==> src/rtl/dmem_port_pkg.sv <==
// ==================================================================
// dmem_port_pkg : shared encodings and lane helpers for dmem_port
// Rev 1.0
// ==================================================================
`default_nettype none

package dmem_port_pkg;

   localparam logic [1:0] DMEM_IDLE = 2'd0;
   localparam logic [1:0] DMEM_BUS  = 2'd1;
   localparam logic [1:0] DMEM_DONE = 2'd2;
   localparam logic [1:0] DMEM_ERR  = 2'd3;

   localparam logic [1:0] STORE_NONE = 2'd0;
   localparam logic [1:0] STORE_B    = 2'd1;
   localparam logic [1:0] STORE_H    = 2'd2;
   localparam logic [1:0] STORE_W    = 2'd3;

   localparam logic [2:0] FUNCT_LB  = 3'b000;
   localparam logic [2:0] FUNCT_LH  = 3'b001;
   localparam logic [2:0] FUNCT_LW  = 3'b010;
   localparam logic [2:0] FUNCT_LBU = 3'b100;
   localparam logic [2:0] FUNCT_LHU = 3'b101;

   localparam logic [1:0] SIZE_B = 2'd0;
   localparam logic [1:0] SIZE_H = 2'd1;
   localparam logic [1:0] SIZE_W = 2'd2;

   function automatic logic [1:0] store_size(input logic [1:0] sops);
      case (sops)
         STORE_B: store_size = SIZE_B;
         STORE_H: store_size = SIZE_H;
         default: store_size = SIZE_W;
      endcase
   endfunction

   // Unknown load functs fall through to word size so they fetch the raw word.
   function automatic logic [1:0] load_size(input logic [2:0] funct);
      case (funct[1:0])
         2'b00:   load_size = SIZE_B;
         2'b01:   load_size = SIZE_H;
         default: load_size = SIZE_W;
      endcase
   endfunction

   function automatic logic [3:0] lane_be(input logic [1:0] size, input logic [1:0] off);
      case (size)
         SIZE_B:  lane_be = 4'b0001 << off;
         SIZE_H:  lane_be = off[1] ? 4'b1100 : 4'b0011;
         default: lane_be = 4'b1111;
      endcase
   endfunction

   function automatic logic [31:0] lane_wdata(input logic [1:0] size, input logic [31:0] data);
      case (size)
         SIZE_B:  lane_wdata = {4{data[7:0]}};
         SIZE_H:  lane_wdata = {2{data[15:0]}};
         default: lane_wdata = data;
      endcase
   endfunction

endpackage

`default_nettype wire

==> src/rtl/dmem_load_ext.sv <==
// ==================================================================
// dmem_load_ext : byte/half select and sign/zero extension of a read word
// Rev 1.0
// ==================================================================
`default_nettype none

module dmem_load_ext
   import dmem_port_pkg::*;
(
   input  logic [31:0] word,
   input  logic [1:0]  offset,
   input  logic [2:0]  funct,
   output logic [31:0] result
);

   logic [7:0]  byte_sel;
   logic [15:0] half_sel;

   always_comb begin
      case (offset)
         2'd0:    byte_sel = word[7:0];
         2'd1:    byte_sel = word[15:8];
         2'd2:    byte_sel = word[23:16];
         default: byte_sel = word[31:24];
      endcase
      half_sel = offset[1] ? word[31:16] : word[15:0];

      case (funct)
         FUNCT_LB:  result = {{24{byte_sel[7]}}, byte_sel};
         FUNCT_LBU: result = {24'h000000, byte_sel};
         FUNCT_LH:  result = {{16{half_sel[15]}}, half_sel};
         FUNCT_LHU: result = {16'h0000, half_sel};
         default:   result = word;
      endcase
   end

endmodule

`default_nettype wire

==> src/rtl/dmem_port.sv <==
// ==================================================================
// dmem_port : core load/store to valid/ready word-bus responder with stall
// Rev 1.0
// ==================================================================
`default_nettype none

module dmem_port
   import dmem_port_pkg::*;
#(
   parameter int TIMEOUT_CYC = 0
)(
   input  logic        clk,
   input  logic        rst_n,
   input  logic        load,
   input  logic        memwrite,
   input  logic [1:0]  storeops,
   input  logic [2:0]  load_funct,
   input  logic [31:0] addr,
   input  logic [31:0] wdata,
   output logic        stall,
   output logic [31:0] rdata,
   output logic        misalign,
   output logic        bus_err,
   output logic        bus_valid,
   output logic        bus_we,
   output logic [31:0] bus_addr,
   output logic [3:0]  bus_be,
   output logic [31:0] bus_wdata,
   input  logic        bus_ready,
   input  logic [31:0] bus_rdata
);

   localparam int CNT_W = (TIMEOUT_CYC > 1) ? $clog2(TIMEOUT_CYC) : 1;
   localparam logic [CNT_W-1:0] CNT_LAST = (TIMEOUT_CYC > 0) ? CNT_W'(TIMEOUT_CYC - 1) : '0;

   logic [1:0]       state_q,     state_d;
   logic             bus_valid_q, bus_valid_d;
   logic             bus_we_q,    bus_we_d;
   logic [31:0]      bus_addr_q,  bus_addr_d;
   logic [3:0]       bus_be_q,    bus_be_d;
   logic [31:0]      bus_wdata_q, bus_wdata_d;
   logic [31:0]      rdata_q,     rdata_d;
   logic [1:0]       off_q,       off_d;
   logic [2:0]       funct_q,     funct_d;
   logic             to_err_q,    to_err_d;
   logic [CNT_W-1:0] cnt_q,       cnt_d;

   logic        is_store;
   logic        is_load;
   logic        req;
   logic [1:0]  req_size;
   logic        req_misaligned;
   logic [31:0] ext_data;

   assign is_store = memwrite && (storeops != STORE_NONE);
   assign is_load  = load && !is_store;
   assign req      = is_store || is_load;
   assign req_size = is_store ? store_size(storeops) : load_size(load_funct);
   assign req_misaligned = ((req_size == SIZE_H) && addr[0]) ||
                           ((req_size == SIZE_W) && (addr[1:0] != 2'b00));

   dmem_load_ext u_load_ext (
      .word   (bus_rdata),
      .offset (off_q),
      .funct  (funct_q),
      .result (ext_data)
   );

   always_ff @(posedge clk or negedge rst_n) begin
      if (!rst_n) begin
         state_q     <= DMEM_IDLE;
         bus_valid_q <= 1'b0;
         bus_we_q    <= 1'b0;
         bus_addr_q  <= '0;
         bus_be_q    <= '0;
         bus_wdata_q <= '0;
         rdata_q     <= '0;
         off_q       <= '0;
         funct_q     <= '0;
         to_err_q    <= 1'b0;
         cnt_q       <= '0;
      end else begin
         state_q     <= state_d;
         bus_valid_q <= bus_valid_d;
         bus_we_q    <= bus_we_d;
         bus_addr_q  <= bus_addr_d;
         bus_be_q    <= bus_be_d;
         bus_wdata_q <= bus_wdata_d;
         rdata_q     <= rdata_d;
         off_q       <= off_d;
         funct_q     <= funct_d;
         to_err_q    <= to_err_d;
         cnt_q       <= cnt_d;
      end
   end

   always_comb begin
      state_d     = state_q;
      bus_valid_d = bus_valid_q;
      bus_we_d    = bus_we_q;
      bus_addr_d  = bus_addr_q;
      bus_be_d    = bus_be_q;
      bus_wdata_d = bus_wdata_q;
      rdata_d     = rdata_q;
      off_d       = off_q;
      funct_d     = funct_q;
      to_err_d    = to_err_q;
      cnt_d       = cnt_q;

      case (state_q)
         DMEM_IDLE: begin
            cnt_d    = '0;
            to_err_d = 1'b0;
            if (req) begin
               if (req_misaligned) begin
                  state_d = DMEM_ERR;
               end else begin
                  state_d     = DMEM_BUS;
                  bus_valid_d = 1'b1;
                  bus_we_d    = is_store;
                  bus_addr_d  = {addr[31:2], 2'b00};
                  bus_be_d    = lane_be(req_size, addr[1:0]);
                  bus_wdata_d = lane_wdata(req_size, wdata);
                  off_d       = addr[1:0];
                  funct_d     = is_store ? FUNCT_LW : load_funct;
               end
            end
         end
         DMEM_BUS: begin
            // A ready in the final allowed cycle still completes the transfer.
            if (bus_ready) begin
               rdata_d     = ext_data;
               bus_valid_d = 1'b0;
               state_d     = DMEM_DONE;
            end else if ((TIMEOUT_CYC > 0) && (cnt_q == CNT_LAST)) begin
               bus_valid_d = 1'b0;
               to_err_d    = 1'b1;
               state_d     = DMEM_ERR;
            end else begin
               cnt_d = cnt_q + CNT_W'(1);
            end
         end
         default: begin
            state_d = DMEM_IDLE;
         end
      endcase
   end

   always_comb begin
      stall    = 1'b0;
      misalign = 1'b0;
      bus_err  = 1'b0;
      case (state_q)
         DMEM_IDLE: stall = req && rst_n;
         DMEM_BUS:  stall = 1'b1;
         DMEM_ERR: begin
            misalign = !to_err_q;
            bus_err  = to_err_q;
         end
         default: ;
      endcase
   end

   assign rdata     = rdata_q;
   assign bus_valid = bus_valid_q;
   assign bus_we    = bus_we_q;
   assign bus_addr  = bus_addr_q;
   assign bus_be    = bus_be_q;
   assign bus_wdata = bus_wdata_q;

endmodule

`default_nettype wire

==> config.mk <==
export PLATFORM = sky130hd
export DESIGN_NAME = dmem_port
export DESIGN_NICKNAME = d
export VERILOG_FILES = /design/src/rtl/dmem_port_pkg.sv /design/src/rtl/dmem_load_ext.sv /design/src/rtl/dmem_port.sv
export SDC_FILE = /design/constraint.sdc
export NUM_CORES = 1
export LEC_CHECK = 0
export BUFFER_PORTS_ARGS = -buffer_cell sky130_fd_sc_hd__buf_4
export CAP_MARGIN = 20
export CORE_ASPECT_RATIO = 0.6
export CORE_MARGIN = 4
export CORE_UTILIZATION = 45
export CTS_BUF_LIST = sky130_fd_sc_hd__clkbuf_4 sky130_fd_sc_hd__clkbuf_8 sky130_fd_sc_hd__clkbuf_16
export CTS_CLUSTER_SIZE = 28
export DETAILED_ROUTE_END_ITERATION = 6
export GPL_TIMING_DRIVEN = 0
export PLACE_DENSITY = 0.78
export SLEW_MARGIN = 20
export SYNTH_ARGS = -nofsm -noshare
export SYNTH_HDL_FRONTEND = slang
export SYNTH_SLANG_ARGS = --single-unit
export TNS_END_PERCENT = 100
==> constraint.sdc <==
create_clock -name clk -period 2.88 [get_ports clk]
set_clock_uncertainty 0.1 [all_clocks]
set_input_delay 0 -clock clk [delete_from_list [all_inputs] [get_ports clk]]
set_output_delay 0 -clock clk [all_outputs]
set_load 0.005 [all_outputs]
---- Word level (Yosys, flattened, before mapping) ----
Index checks and enable logic that the tools add are counted.
storage, ports and cells
  flip-flop bits (word level) ............. 107
  input bits .............................. 106
  output and inout bits ................... 105
  logic and storage cells ................. 66
operators by class
  equal/unequal tests ..................... 15
  shift-type cells ........................ 1
  muxes and demuxes ....................... 20
  bitwise gates (word level) .............. 1
  reductions and logical operators ........ 20
operators by type and width
  operator               count
  $pmux W32 S4           1
  $pmux W32 S2           1
  $pmux W8 S3            1
  $mux W16               1
  $pmux W2 S2            3
  $eq A2 B1 Y1 const B   5
  $eq A2 B2 Y1 const B   4
  $logic_not A2 Y1       4
  $mux W2                4
  $pmux W4 S2            1
  $eq A3 B3 Y1 const B   2
  $ne A2 B2 Y1 const B   3
  $reduce_bool A2 Y1     3
  $logic_and A1 B1 Y1    5
  $mux W1                4
  $mux W4                1
  $pmux W1 S2            2
  $reduce_and A2 Y1      2
  $reduce_and A4 Y1      1
  $shl A1 B2 Y4 const A  1
  $eq A3 B1 Y1 const B   1
  $logic_not A3 Y1       1
  $mux W3                1
  $reduce_and A3 Y1      1
  3 further kinds        4

---- Logic depth before layout (Yosys ltp) ----
  word-level depth ........................ 9
  mapped depth ............................ 10
  depth with buffers taken out ............ 7

---- Hierarchy ----
Synthesis repeated with hierarchy kept, for this count alone.
second synthesis, totals
  cell total of the unflattened synthesis .. 480
  area, all modules ....................... 5587.9 um^2
modules (own cells, without submodules)
  module         instances  cells each  area each (um^2)  seq. area each (um^2)
  dmem_port      1          347         4618.2            2677.6
  dmem_load_ext  1          133         969.7             0.0

---- Worst setup path before layout ----
No wires, ideal clock.
  path kind ............................... reg-to-reg
  from .................................... reg off_q[0]
  to ...................................... reg rdata_q[2] (netlist: rdata[2])
  library setup time ...................... 0.082 ns
  arrival time ............................ 1.473 ns
  required time ........................... 2.698 ns
  setup slack ............................. 1.225 ns
  stages on the path, launching flop included .. 7
  buffers on the path ..................... 1
  clock period less this slack ............ 1.655 ns
  cells stage by stage .................... dfrtp_1 nor2b_1 buf_2 nor2_1 or2_1 or3_1 a31oi_1
between the ends
  longest elaborated chain between the ends .. 3
  elaborated cells on any way between the ends .. 5
  those cells by class .................... eq/ne: 2; mux: 2; reduce/logical: 1
ends and longest elaborated chain
  what                                        RTL line             text
  start: declaration                          dmem_port.sv:43      logic [1:0] off_q, off_d;
  start signal: assignment                    dmem_port.sv:78      off_q <= '0;
  start signal: assignment                    dmem_port.sv:90      off_q <= off_d;
  $eq A2 B2 Y1, or another cell as far along  dmem_load_ext.sv:20  case (offset)
  $pmux W8 S3 (*)                             dmem_load_ext.sv:20
  $pmux W32 S4 (*)                            dmem_load_ext.sv:28  case (funct)
  end signal: assignment                      dmem_port.sv:89      rdata_q <= rdata_d;
  end: declaration                            dmem_port.sv:42      logic [31:0] rdata_q, rdata_d;
Mark *: on every way between the ends. The rest lies on a longest branch, timed or not.
A chain may end at the register's enable or synchronous reset.

---- Final worst setup path ----
  from .................................... reg off_q[1]
  to ...................................... reg rdata_q[2] (netlist: rdata[2])
between the ends
  longest elaborated chain between the ends .. 3
  elaborated cells on any way between the ends .. 6
  those cells by class .................... eq/ne: 2; mux: 3; reduce/logical: 1
ends and longest elaborated chain
  what                                        RTL line
  $eq A2 B2 Y1, or another cell as far along  dmem_load_ext.sv:20
  $pmux W8 S3                                 dmem_load_ext.sv:20
  $pmux W32 S4 (*)                            dmem_load_ext.sv:28
Marked as above.

==> results.toml <==
[timing]
tightest_slew_ns = 0.9722
fmax_mhz = 395.6
fin_crit_sh = 0.8777
final_max_slew_viol_count = 0
setup_viol_count_final = 0
hold_violations = 0
finalCriticalPeriod_ns = 2.528
rsz0062_at_grt = "no"
setup_tns_ns = 0
max_slew_margin = 0.3519

[route]
dr.pass1.iters = 5
antenna_left = 0
wirelength_um = 18570
avgViaCountPerCell = 5.476
drt-initial-drc-count = 402
wl_per_cell_um = 19.41
drc_errors = 0
num_vias = 5241

[finish]
nNetsFinal = 918
syn_to_final_growth_pct = 60.50
nFillCells = 720
drive_gt1_frac = 0.3157

[synth]
synth_top_area_cell = "dfrtp_1"
synth_top_area_frac = 0.5248
postSynthRegisterBits = 107
synth_edf_count = 0
avgSynthCellArea_um2 = 10.52
syn_inst = 485
synthFlopType = "dfrtp_1"
synth.distinct_cells = 43
synth.most_common_cell = "dfrtp_1"
yosysWarnings = 0
async_flop_share = 1.000
synth_area_leaders = "dfrtp_1 (52%), mux2_1 (8.6%), nand2_1 (5.2%)"
synthTopCellsByCount = "dfrtp_1 (107), nand2_1 (71), mux2_1 (39), o21ai_1 (34), a21oi_1 (28)"
synth.yosys.seq_area_share = 0.5248
netlist_area_mm2 = 0.005102

[grt]
grt_pass1_wl_um = 29500
antenna_found_initial = 1
grt_max_degree = 109
grt_usage = 0.2805
overflow = 0
grt_pass1_vias = 5488

[cts]
cts_setup_buffers = 0
htreeDepth = 3
cts_buffer_depth = 2
clock_latency_ns = 0.35
cts_tree = "built"
clk_pin_slew_ns = 0.08
cts_sinks = 107
numCtsBuffers = 9
cts_root_buf = "clkbuf_16"

[power_and_ir_drop]
p_leak_nw = 3.892
powerDensity_mw_per_mm2 = 905.8
ir_drop_mv = 0.4579
finalPower_mw = 7.418

[setup_path]
crit_required_ns = 3.06
worstPathArrival_ns = 2.71
cp_max_fo = 10
r2r_slack_ns = 0.35
critPathKind = "flop to flop"
endpoint_kind = "flop"
worstSetupStartpointType = "flop"

[placement]
place_congestion = 0.9494
io_buffers = 207
hpwl_um = 12760

[die]
core_area_mm2 = 0.01081
die_h_um = 90.48
die_w_um = 145.5
row_count = 29
start_util = 0.4719
dieArea_mm2 = 0.01316
ios = 211

[job]
cap_viol_max_count = 0

[status]
status = "complete, no violations"

[min_path]
min_path_type = "input pin to flop"
through the flow:
step / cell area, um^2 / setup slack, ns / hold slack (ns) / instances / util
detailed placement: 6842 / 0.7873 / 0.1004 / 833 / 0.6327
global route: 8182 / 0.2561 / 0.009448 / 954 / 0.7567
floorplan: 5110 / 1.225 / -0.3956 / 487 / -
finish: 8189 / 0.3522 / 0.01230 / 957 / 0.7573
CTS: 8179 / 0.4851 / 0.002689 / 953 / 0.7564
global placement: 6838 / 0.8435 / 0.09703 / 833 / 0.6324
flip-flops by register name, indices dropped and copies added (netlist names):
register and flops:
bus_wdata 32, off_q 2, bus_be 4, bus_addr 30
bus_we 1, rdata 32, bus_valid 1, funct_q 3
state_q 2
area by class of cell:
cell class	instances	area [um^2]	share of cell area
clock inverter	6	61.31	0.007487
inverter	4	15.01	0.001833
buffer	34	173.9	0.02124
tap	139	173.9	0.02124
multi-input combinational	342	2243	0.2739
antenna	4	10.01	0.001222
sequential	107	2678	0.3270
clock buffer	9	225.2	0.02750
timing repair buffer	312	2609	0.3186
logic make-up (layout without fill, tap and decap cells):
logic type                 Yosys count  after routing  share of synthesized area
other                                1              7                  0.0007349
and+or+nand+nor                    131            131                     0.1177
adders and majority gates            2              2                   0.004904
xor gates and xnor gates             1              1                   0.001717
AOI/OAI and AO/OA                  129            129                     0.1496
buffers and inverters               38            365                    0.03703
muxes                               76             76                     0.1636
DFF                                107            107                     0.5248
layer usage:
metal / part of all wire / global-route usage / up-vias / wire, um
li1: - / - / 2362 / -
met1: 0.42 / 0.3644 / 2562 / 7828
met2: 0.46 / 0.4450 / 257 / 8633
met3: 0.078 / 0.08776 / 60 / 1454
met4: 0.035 / 0.1019 / 0 / 658
met5: 0 / 0 / - / 0
cell usage in the layout (no fill, tap or decap), types with 3 or more instances in the layout:
cell type,synthesis,final
o21ai_0,24,24
o21a_1,5,5
conb_1,1,3
nor3_1,6,6
a21o_1,8,8
mux2_1,39,39
nor2_1,26,26
diode_2,0,4
nand2_1,71,71
mux2i_1,26,26
o21ai_1,34,34
inv_1,4,4
nand3b_1,10,10
a31oi_1,7,7
clkbuf_1,16,16
nor2b_1,3,3
dlygate4sd3_1,0,105
a21oi_1,28,28
a211oi_1,8,8
mux2_2,10,10
buf_2,10,10
or3_1,3,3
buf_4,7,213
o22ai_1,5,5
dfrtp_1,107,107
clkbuf_16,0,9
path summary, 6_finish.rpt:
check                               from             to  depth (start not counted)
max in group asynchronous          rst_n     funct_q[1]                          2
setup reg to reg                off_q[1]       rdata[2]                          6
hold / removal                 wdata[28]  bus_wdata[28]                          4
hold reg to reg            bus_wdata[29]  bus_wdata[29]                          1
min in group asynchronous          rst_n   bus_addr[20]                          2
setup / recovery                off_q[1]       rdata[2]                          6
repair_timing:
| item | 4_1_cts | 5_1_grt |
|---|---|---|
| resized for setup | 0 | 0 |
| endpoints found under the hold margin | 210 | 0 |
| hold buffers | 105 | 0 |
report_power, final:
part	switching (mW)	internal [mW]	total (mW)
Sequential	0.476	2.23	2.71
Combinational	1.71	1.80	3.51
Clock	0.598	0.604	1.20
Total	2.78	4.64	7.42
critical path: stages, from the launching register on:
cell and delay, ns:
dfrtp_1 0.47, buf_2 0.31, nor2_1 0.11, or2_1 0.30
or3_1 0.39, a31oi_1 0.19, dlygate4sd3_1 0.58
No activity file was read; power rests on OpenSTA's default activity.
